### src/rtl/control_fsm_param_if.sv
// Control-unit bus: done strobes and instruction in, datapath controls out.
// The control unit takes the master side.
interface control_fsm_param_if #(
  parameter int PCW = 13,
  parameter int RAW = 3,
  parameter int OPW = 3
);
  localparam int IW = OPW + 1 + 3 * RAW;

  logic [1:0]       DoneRegFlag;
  logic             DoneALU;
  logic             DoneImmediate;
  logic [IW-1:0]    Instruction;
  logic [PCW-1:0]   PC;
  logic [3*RAW-1:0] RegSelect;
  logic             InstructionTypeSelect;
  logic [OPW-1:0]   Opcode;
  logic             WriteFlag;
  logic             Halted;
  logic             Timeout;
  logic [2:0]       StateOut;

  modport master (
    input  DoneRegFlag, DoneALU, DoneImmediate, Instruction,
    output PC, RegSelect, InstructionTypeSelect, Opcode,
    output WriteFlag, Halted, Timeout, StateOut
  );

  modport slave (
    output DoneRegFlag, DoneALU, DoneImmediate, Instruction,
    input  PC, RegSelect, InstructionTypeSelect, Opcode,
    input  WriteFlag, Halted, Timeout, StateOut
  );
endinterface

### src/rtl/control_fsm_param.sv
// Multicycle control unit: fetch/decode/regread/imm/exec/writeback,
// with halt opcode and a per-wait-state watchdog.
module control_fsm_param #(
  parameter int PCW            = 13,
  parameter int RAW            = 3,
  parameter int OPW            = 3,
  parameter int HALT_OP        = 7,
  parameter int TIMEOUT_CYCLES = 64
) (
  input  logic clk,
  input  logic reset,
  control_fsm_param_if.master bus
);

  localparam int IW  = OPW + 1 + 3 * RAW;
  localparam int WDW =
    (TIMEOUT_CYCLES > 2) ? $clog2(TIMEOUT_CYCLES) : 1;
  localparam bit WD_EN = (TIMEOUT_CYCLES != 0);
  localparam logic [WDW-1:0] WD_LAST =
    WDW'((TIMEOUT_CYCLES > 0) ? TIMEOUT_CYCLES - 1 : 0);

  typedef enum logic [2:0] {
    S_FETCH  = 3'd0,
    S_DECODE = 3'd1,
    S_REG_RD = 3'd2,
    S_IMM    = 3'd3,
    S_EXEC   = 3'd4,
    S_WB     = 3'd5,
    S_HALT   = 3'd6
  } state_e;

  state_e         state_q, state_d;
  logic [PCW-1:0] pc_q, pc_d;
  logic [IW-1:0]  ir_q, ir_d;
  logic [WDW-1:0] wd_q, wd_d;
  logic           wf_q, wf_d;
  logic           halt_q, halt_d;
  logic           to_q, to_d;

  logic   waiting;
  logic   wait_done;
  state_e nxt;

  always_ff @(posedge clk or negedge reset) begin
    if (!reset) begin
      state_q <= S_FETCH;
      pc_q    <= '0;
      ir_q    <= '0;
      wd_q    <= '0;
      wf_q    <= 1'b0;
      halt_q  <= 1'b0;
      to_q    <= 1'b0;
    end else begin
      state_q <= state_d;
      pc_q    <= pc_d;
      ir_q    <= ir_d;
      wd_q    <= wd_d;
      wf_q    <= wf_d;
      halt_q  <= halt_d;
      to_q    <= to_d;
    end
  end

  always_comb begin
    state_d   = state_q;
    pc_d      = pc_q;
    ir_d      = ir_q;
    wd_d      = '0;
    wf_d      = wf_q;
    halt_d    = halt_q;
    to_d      = to_q;
    waiting   = 1'b0;
    wait_done = 1'b0;
    nxt       = state_q;

    unique case (state_q)
      S_FETCH: state_d = S_DECODE;
      S_DECODE: begin
        ir_d = bus.Instruction;
        if (bus.Instruction[IW-1-:OPW] == OPW'(HALT_OP)) begin
          state_d = S_HALT;
          halt_d  = 1'b1;
        end else begin
          state_d = S_REG_RD;
        end
      end
      S_REG_RD: begin
        waiting   = 1'b1;
        wait_done = bus.DoneRegFlag[0];
        nxt       = ir_q[3*RAW] ? S_IMM : S_EXEC;
      end
      S_IMM: begin
        waiting   = 1'b1;
        wait_done = bus.DoneImmediate;
        nxt       = S_EXEC;
      end
      S_EXEC: begin
        waiting   = 1'b1;
        wait_done = bus.DoneALU;
        nxt       = S_WB;
      end
      S_WB: begin
        waiting   = 1'b1;
        wait_done = bus.DoneRegFlag[1];
        nxt       = S_FETCH;
      end
      S_HALT: wf_d = 1'b0;
      default: state_d = S_FETCH;
    endcase

    // A done seen on the last watchdog cycle still wins over timeout.
    if (waiting) begin
      if (wait_done) begin
        state_d = nxt;
        if (state_q == S_EXEC) wf_d = 1'b1;
        if (state_q == S_WB) begin
          wf_d = 1'b0;
          pc_d = pc_q + PCW'(1);
        end
      end else if (WD_EN && wd_q == WD_LAST) begin
        state_d = S_HALT;
        halt_d  = 1'b1;
        to_d    = 1'b1;
        wf_d    = 1'b0;
      end else begin
        wd_d = wd_q + WDW'(1);
      end
    end
  end

  assign bus.PC                    = pc_q;
  assign bus.RegSelect             = ir_q[3*RAW-1:0];
  assign bus.InstructionTypeSelect = ir_q[3*RAW];
  assign bus.Opcode                = ir_q[IW-1-:OPW];
  assign bus.WriteFlag             = wf_q;
  assign bus.Halted                = halt_q;
  assign bus.Timeout               = to_q;
  assign bus.StateOut              = state_q;

endmodule

### src/flat_wrapper.sv
// flat-port wrapper written by rule: the top's interface ports become plain ports
module control_fsm_param_flat 
#(
  parameter int PCW            = 13,
  parameter int RAW            = 3,
  parameter int OPW            = 3,
  parameter int HALT_OP        = 7,
  parameter int TIMEOUT_CYCLES = 64
)
  (clk, reset, bus_DoneRegFlag, bus_DoneALU, bus_DoneImmediate, bus_Instruction, bus_PC, bus_RegSelect, bus_InstructionTypeSelect, bus_Opcode, bus_WriteFlag, bus_Halted, bus_Timeout, bus_StateOut);
  control_fsm_param_if #(.PCW(PCW), .RAW(RAW), .OPW(OPW)) bus_i ();
  input  logic clk;
  input  logic reset;
  input wire logic [$bits(bus_i.DoneRegFlag)-1:0] bus_DoneRegFlag;
  input wire logic [$bits(bus_i.DoneALU)-1:0] bus_DoneALU;
  input wire logic [$bits(bus_i.DoneImmediate)-1:0] bus_DoneImmediate;
  input wire logic [$bits(bus_i.Instruction)-1:0] bus_Instruction;
  output wire logic [$bits(bus_i.PC)-1:0] bus_PC;
  output wire logic [$bits(bus_i.RegSelect)-1:0] bus_RegSelect;
  output wire logic [$bits(bus_i.InstructionTypeSelect)-1:0] bus_InstructionTypeSelect;
  output wire logic [$bits(bus_i.Opcode)-1:0] bus_Opcode;
  output wire logic [$bits(bus_i.WriteFlag)-1:0] bus_WriteFlag;
  output wire logic [$bits(bus_i.Halted)-1:0] bus_Halted;
  output wire logic [$bits(bus_i.Timeout)-1:0] bus_Timeout;
  output wire logic [$bits(bus_i.StateOut)-1:0] bus_StateOut;
  assign bus_i.DoneRegFlag = bus_DoneRegFlag;
  assign bus_i.DoneALU = bus_DoneALU;
  assign bus_i.DoneImmediate = bus_DoneImmediate;
  assign bus_i.Instruction = bus_Instruction;
  assign bus_PC = bus_i.PC;
  assign bus_RegSelect = bus_i.RegSelect;
  assign bus_InstructionTypeSelect = bus_i.InstructionTypeSelect;
  assign bus_Opcode = bus_i.Opcode;
  assign bus_WriteFlag = bus_i.WriteFlag;
  assign bus_Halted = bus_i.Halted;
  assign bus_Timeout = bus_i.Timeout;
  assign bus_StateOut = bus_i.StateOut;
  control_fsm_param #(.PCW(PCW), .RAW(RAW), .OPW(OPW), .HALT_OP(HALT_OP), .TIMEOUT_CYCLES(TIMEOUT_CYCLES)) u_core (.clk(clk), .reset(reset), .bus(bus_i));
endmodule
### config.mk
export PLATFORM = sky130hd
export DESIGN_NAME = control_fsm_param_flat
export DESIGN_NICKNAME = d
export VERILOG_FILES = /design/src/rtl/control_fsm_param_if.sv /design/src/rtl/control_fsm_param.sv /design/src/flat_wrapper.sv
export SDC_FILE = /design/constraint.sdc
export NUM_CORES = 1
export LEC_CHECK = 0
export ABC_AREA = 0
export CORE_MARGIN = 3
export CORE_UTILIZATION = 47
export DETAILED_ROUTE_END_ITERATION = 10
export GPL_ROUTABILITY_DRIVEN = 0
export PLACE_DENSITY_LB_ADDON = 0.2
export SLEW_MARGIN = 30
export SYNTH_ARGS = -nofsm -noshare
export SYNTH_HDL_FRONTEND = slang
export SYNTH_SLANG_ARGS = --single-unit
### constraint.sdc
create_clock -name clk -period 1.68 [get_ports clk]
set_input_delay 0.504 -clock clk [delete_from_list [all_inputs] [get_ports clk]]
set_output_delay 0.504 -clock clk [all_outputs]
set_load 0.02 [all_outputs]
# Word-level counts from Yosys, hierarchy flattened
# Index checks and enable logic that the tools add are counted.
[word_totals] regBits=38 elab_cells=47 inputBits=19 out_inout_bits=32
[op_classes] reduce_logical=5 add_sub_neg=2 mux=23 n_eq_ne=9 n_bitwise=1
[op_table] operator="6-bit two-way mux" n=3
[op_table] operator="3-bit two-way mux" n=5
[op_table] operator="13-bit by 1-bit adder with 13-bit output, second input constant" n=1
[op_table] operator="3-bit == test, second input constant" n=4
[op_table] operator="1-bit two-way mux" n=12
[op_table] operator="3-bit case mux with 4 select lines" n=1
[op_table] operator="3-bit case mux with 3 select lines" n=1
[op_table] operator="6-bit by 1-bit adder with 6-bit output, second input constant" n=1
[op_table] operator="3-bit by 2-bit == test with 1-bit output, second input constant" n=2
[op_table] operator="6-bit == test, second input constant" n=1
[op_table] operator="6-bit inequality test, second input constant" n=1
[op_table] operator="3-bit AND reduction" n=2
[op_table] operator="5-bit OR reduction" n=1
[op_table] operator="1-bit case mux with 4 select lines" n=1
[op_table] operator="4-bit OR reduction" n=1
[op_table] operator="3-bit by 1-bit == test with 1-bit output, second input constant" n=1
[op_table] operator="3-bit zero test" n=1
[op_table] operator="1-bit inverter" n=1

# Logic depth before layout (Yosys ltp)
[depth] depth_word=6 ltp_mapped=6 depth_no_buf=5

# Least setup slack after synthesis
# OpenSTA, ideal clock, no wires.
[synth_timing] path_type="register to register" start="reg u_core.state_q[2], in the netlist u_core.bus.StateOut[2]" end="reg u_core.ir_q[10]" period_less_slack_ns=1.559 arrival_time_ns=1.434 t_required_ns=1.555 setup_ns=0.125 path_stages_with_launch=5 setup_slack_ns=0.121 path_buffers=2 cell_sequence="dfrtp_1 > buf_4 > nor3_4 > buf_6 > mux2_2"
[synth_between] elab_chain_len=1
[synth_rtl] item="start, declared" line="control_fsm_param.sv:32" text="state_e state_q, state_d;"
[synth_rtl] item="start signal, assigned" line="control_fsm_param.sv:54" text="state_q <= state_d;"
[synth_rtl] item="3-bit by 1-bit == test with 1-bit output" line="control_fsm_param.sv:76" text="unique case (state_q)"
[synth_rtl] item="end signal, assigned" line="control_fsm_param.sv:56" text="ir_q <= ir_d;"
[synth_rtl] item="end, declared" line="control_fsm_param.sv:34" text="logic [IW-1:0] ir_q, ir_d;"
# Every way passes these cells.
# A chain may end at the register's enable or synchronous reset.

# Worst setup path after layout
[layout_timing] start="in bus_DoneRegFlag[1]" end="reg u_core.pc_q[12], in the netlist u_core.bus.PC[12]"
[layout_between] elab_chain_len=2
[layout_rtl] item="start, declared" line="flat_wrapper.sv:14" text="input wire logic [$bits(bus_i.DoneRegFlag)-1:0] bus_DoneRegFlag;"
[layout_rtl] item="1-bit case mux with 4 select lines" line="control_fsm_param.sv:76"
[layout_rtl] item="3-bit AND reduction (no source line)"
[layout_rtl] item="end signal, assigned" line="control_fsm_param.sv:55" text="pc_q <= pc_d;"
[layout_rtl] item="end, declared" line="control_fsm_param.sv:33" text="logic [PCW-1:0] pc_q, pc_d;"
# Every way passes these cells.

==> run_results.csv <==
group,metric,value,unit
layout,diodes,0,
detailed_routing,wirelength,3585,um
placed_design,post-dp-hpwl,2832,um
placed_design,io_buffers,50,
placed_design,place_ws,-0.2508,ns
timing,layout_setup_ws,0.07694,ns
detailed_routing,routedWlPerCell,13.84,um
timing,hold_violations,0,
synth,yosysWarnings,0,
detailed_routing,dr.pass1.iters,3,
die,die_x,66.81,um
detailed_routing,drc,0,
timing,fin_tns_setup,0,ns
critical_path,crit_arrival,1.82,ns
global_route,antenna_found_initial,0,
clock_tree,clk_pin_slew,0.08,ns
global_route,grt_overflow,0,
global_route,grt_pass1_wl,5989,um
global_route,grt_max_degree,17,
synth,yosysUniqueCellTypes,35,
clock_tree,cts-htree-levels,2,
timing,layout_min_cycle_time,1.603,ns
detailed_routing,ant_nets,0,
critical_path,cp_data_required_time,1.90,ns
global_route,grt_pass1_vias,1348,
timing,rsz0062_at_grt,"no",
pwr,leakagePower,1.171,nW
clock_tree,clock_sinks,38,
synth,synth_area,1738,sq um
clock_tree,cts-root-buf,"clkbuf_8",
die,core-area,3442,sq um
synth,synthCells,144,
placed_design,dpl_cell_area,2381,sq um
timing,tightestPinTransition,0.3491,ns
hold_path,hold_path.class,"input pin to asynchronous set/reset pin",
synth,synth_ff_type,"dfrtp_1",
clock_tree,clock_path_buffers,2,
timing,max_freq,0.6238,GHz
timing,slew_headroom,76.72,%
layout,final_area,2437,sq um
critical_path,cp-start-kind,"input pin",
die,dieArea,4464,sq um
synth,async_flop_share,100.0,%
die,floorplan.initialDensity,50.49,%
pwr,peakVddDrop,0.001064,V
timing,worst_clock_skew,0.009353,ns
flow_run,drv_cap,0,
critical_path,crit_fanout,5,
layout,nets,233,
die,chipHeight,66.81,um
synth,synthMostInstantiatedCell,"dfrtp_1",
timing,setup_viol,0,
synth,avgSynthCellArea,12.07,sq um
pwr,powerDensity,1612,nW/um^2
synth,synthTopCellsByArea,"dfrtp_1, mux2_2, xnor2_1",
die,pin_count,51,
detailed_routing,vias,1311,
detailed_routing,viasPerCell,5.062,
clock_tree,cts-buffers-inserted,5,
synth,synth_edf_count,0,
synth,syn-num-nets,165,
synth,ys_seq_elements,38,
clock_tree,clk-insertion-delay-late,0.29,ns
detailed_routing,first_iter_violations,46,
clock_tree,cts_tree,"built",
synth,synth_common_cells,"dfrtp_1, mux2_2, xnor2_1",
status,status,"complete, no violations",
die,num_rows,21,
synth,ys_seq_area_share,54.72,%
layout,area_growth,40.24,%
critical_path,cp-end-kind,"flip-flop",
critical_path,criticalPathCategory,"input pin to flip-flop",
timing,slew_viol_final,0,
synth,synth_top_area_cell,"dfrtp_1",
global_route,grt_usage,18.34,%
timing,min_period_over_period,95.42,%
layout,final_util,70.81,%
synth,netlist.area_leader.share,54.72,%
layout,drive_above_1_share,22.07,%
area by class of cell:
cell class / count / area [sq um]
clock buffers: 6 / 82.58
well taps: 46 / 57.56
fillers: 294 / 1005
repair buffers: 66 / 588.1
clock inverters: 2 / 12.51
multi-input cells: 99 / 738.2
flip-flops and latches: 38 / 950.9
inverters: 2 / 7.507
cell usage in the layout, fill, tap and decap left out, types with 2 or more instances in the layout:
master / instances
clkdlybuf4s50_1: 17
nor2b_1: 4
xnor2_1: 12
and3_1: 3
ha_1: 2
buf_4: 15
and2_4: 2
nand3_1: 6
a41oi_1: 2
dfrtp_1: 38
nor2_1: 9
a21oi_1: 6
mux2i_1: 4
clkbuf_8: 6
xor2_1: 4
mux2_2: 13
dlygate4sd2_1: 32
nand4_1: 3
o21ai_0: 2
nand2_1: 11
nand2b_1: 3
kinds of logic after synthesis:
| logic type | synth area share (%) |
|---|---|
| and+or+nand+nor | 16.34 |
| adders and majority gates | 1.440 |
| muxes | 10.73 |
| buffers and inverters | 2.879 |
| AOI/OAI and AO/OA | 5.832 |
| DFF | 54.72 |
| xor gates and xnor gates | 8.063 |
power breakdown:
| part | internal, W | total, W | switching [W] |
|---|---|---|---|
| Combinational | 0.000931 | 0.00193 | 0.000998 |
| Clock | 0.000330 | 0.000645 | 0.000316 |
| Sequential | 0.00120 | 0.00135 | 0.000157 |
| Total | 0.00246 | 0.00393 | 0.00147 |
metrics by stage:
stage | total power (W) | hold slack, ns | cells
after floorplan | 0.002574 | 0.2084 | 144
after global placement | 0.003450 | 0.4251 | 251
after detailed placement | 0.003513 | 0.4300 | 251
after CTS | 0.003977 | 0.1099 | 259
after global routing | 0.004202 | 0.1204 | 259
final | 0.003928 | 0.1084 | 259
flip-flops by register name, indices dropped and copies added (netlist names):
| signal | count |
|---|---|
| u_core.bus.Timeout | 1 |
| u_core.bus.WriteFlag | 1 |
| u_core.bus.PC | 13 |
| u_core.wd_q | 6 |
| u_core.bus.StateOut | 3 |
| u_core.ir_q | 13 |
| u_core.bus.Halted | 1 |
routing by layer:
layer / vias up / part of all wire (%) / wire [um] / global-route usage (%)
li1: 636 / - / - / -
met1: 633 / 41 / 1480 / 20.76
met2: 37 / 49 / 1759 / 30.20
met3: 5 / 8.3 / 299 / 7.757
met4: 0 / 1.3 / 46 / 7.614
met5: - / 0 / 0 / 0
critical path, cell delays in order:
cell and delay [ns]:
clkdlybuf4s50_1 0.51, and4b_2 0.30, nand4_1 0.18, nor2_1 0.17, xor2_1 0.15
path summary, 6_finish.rpt:
path,from,to,slack (ns),depth (start not counted)
max,bus_DoneRegFlag[1],u_core.bus.PC[12],0.08,5
min,reset,u_core.bus.PC[9],0.11,1
max reg2reg,u_core.bus.StateOut[0],u_core.bus.StateOut[1],0.18,6
min reg2reg,u_core.wd_q[0],u_core.wd_q[0],0.46,1
max in group asynchronous,reset,u_core.ir_q[8],1.05,2
min in group clk,u_core.wd_q[0],u_core.wd_q[0],0.46,1
repair_timing:
item / CTS / global route
hold buffers: 0 / 0
setup endpoints to repair: 32 / 4
resized for setup: 32 / 1
setup buffers: 0 / 0
gates cloned: 0 / 0
(Power assumes the default switching activity.)
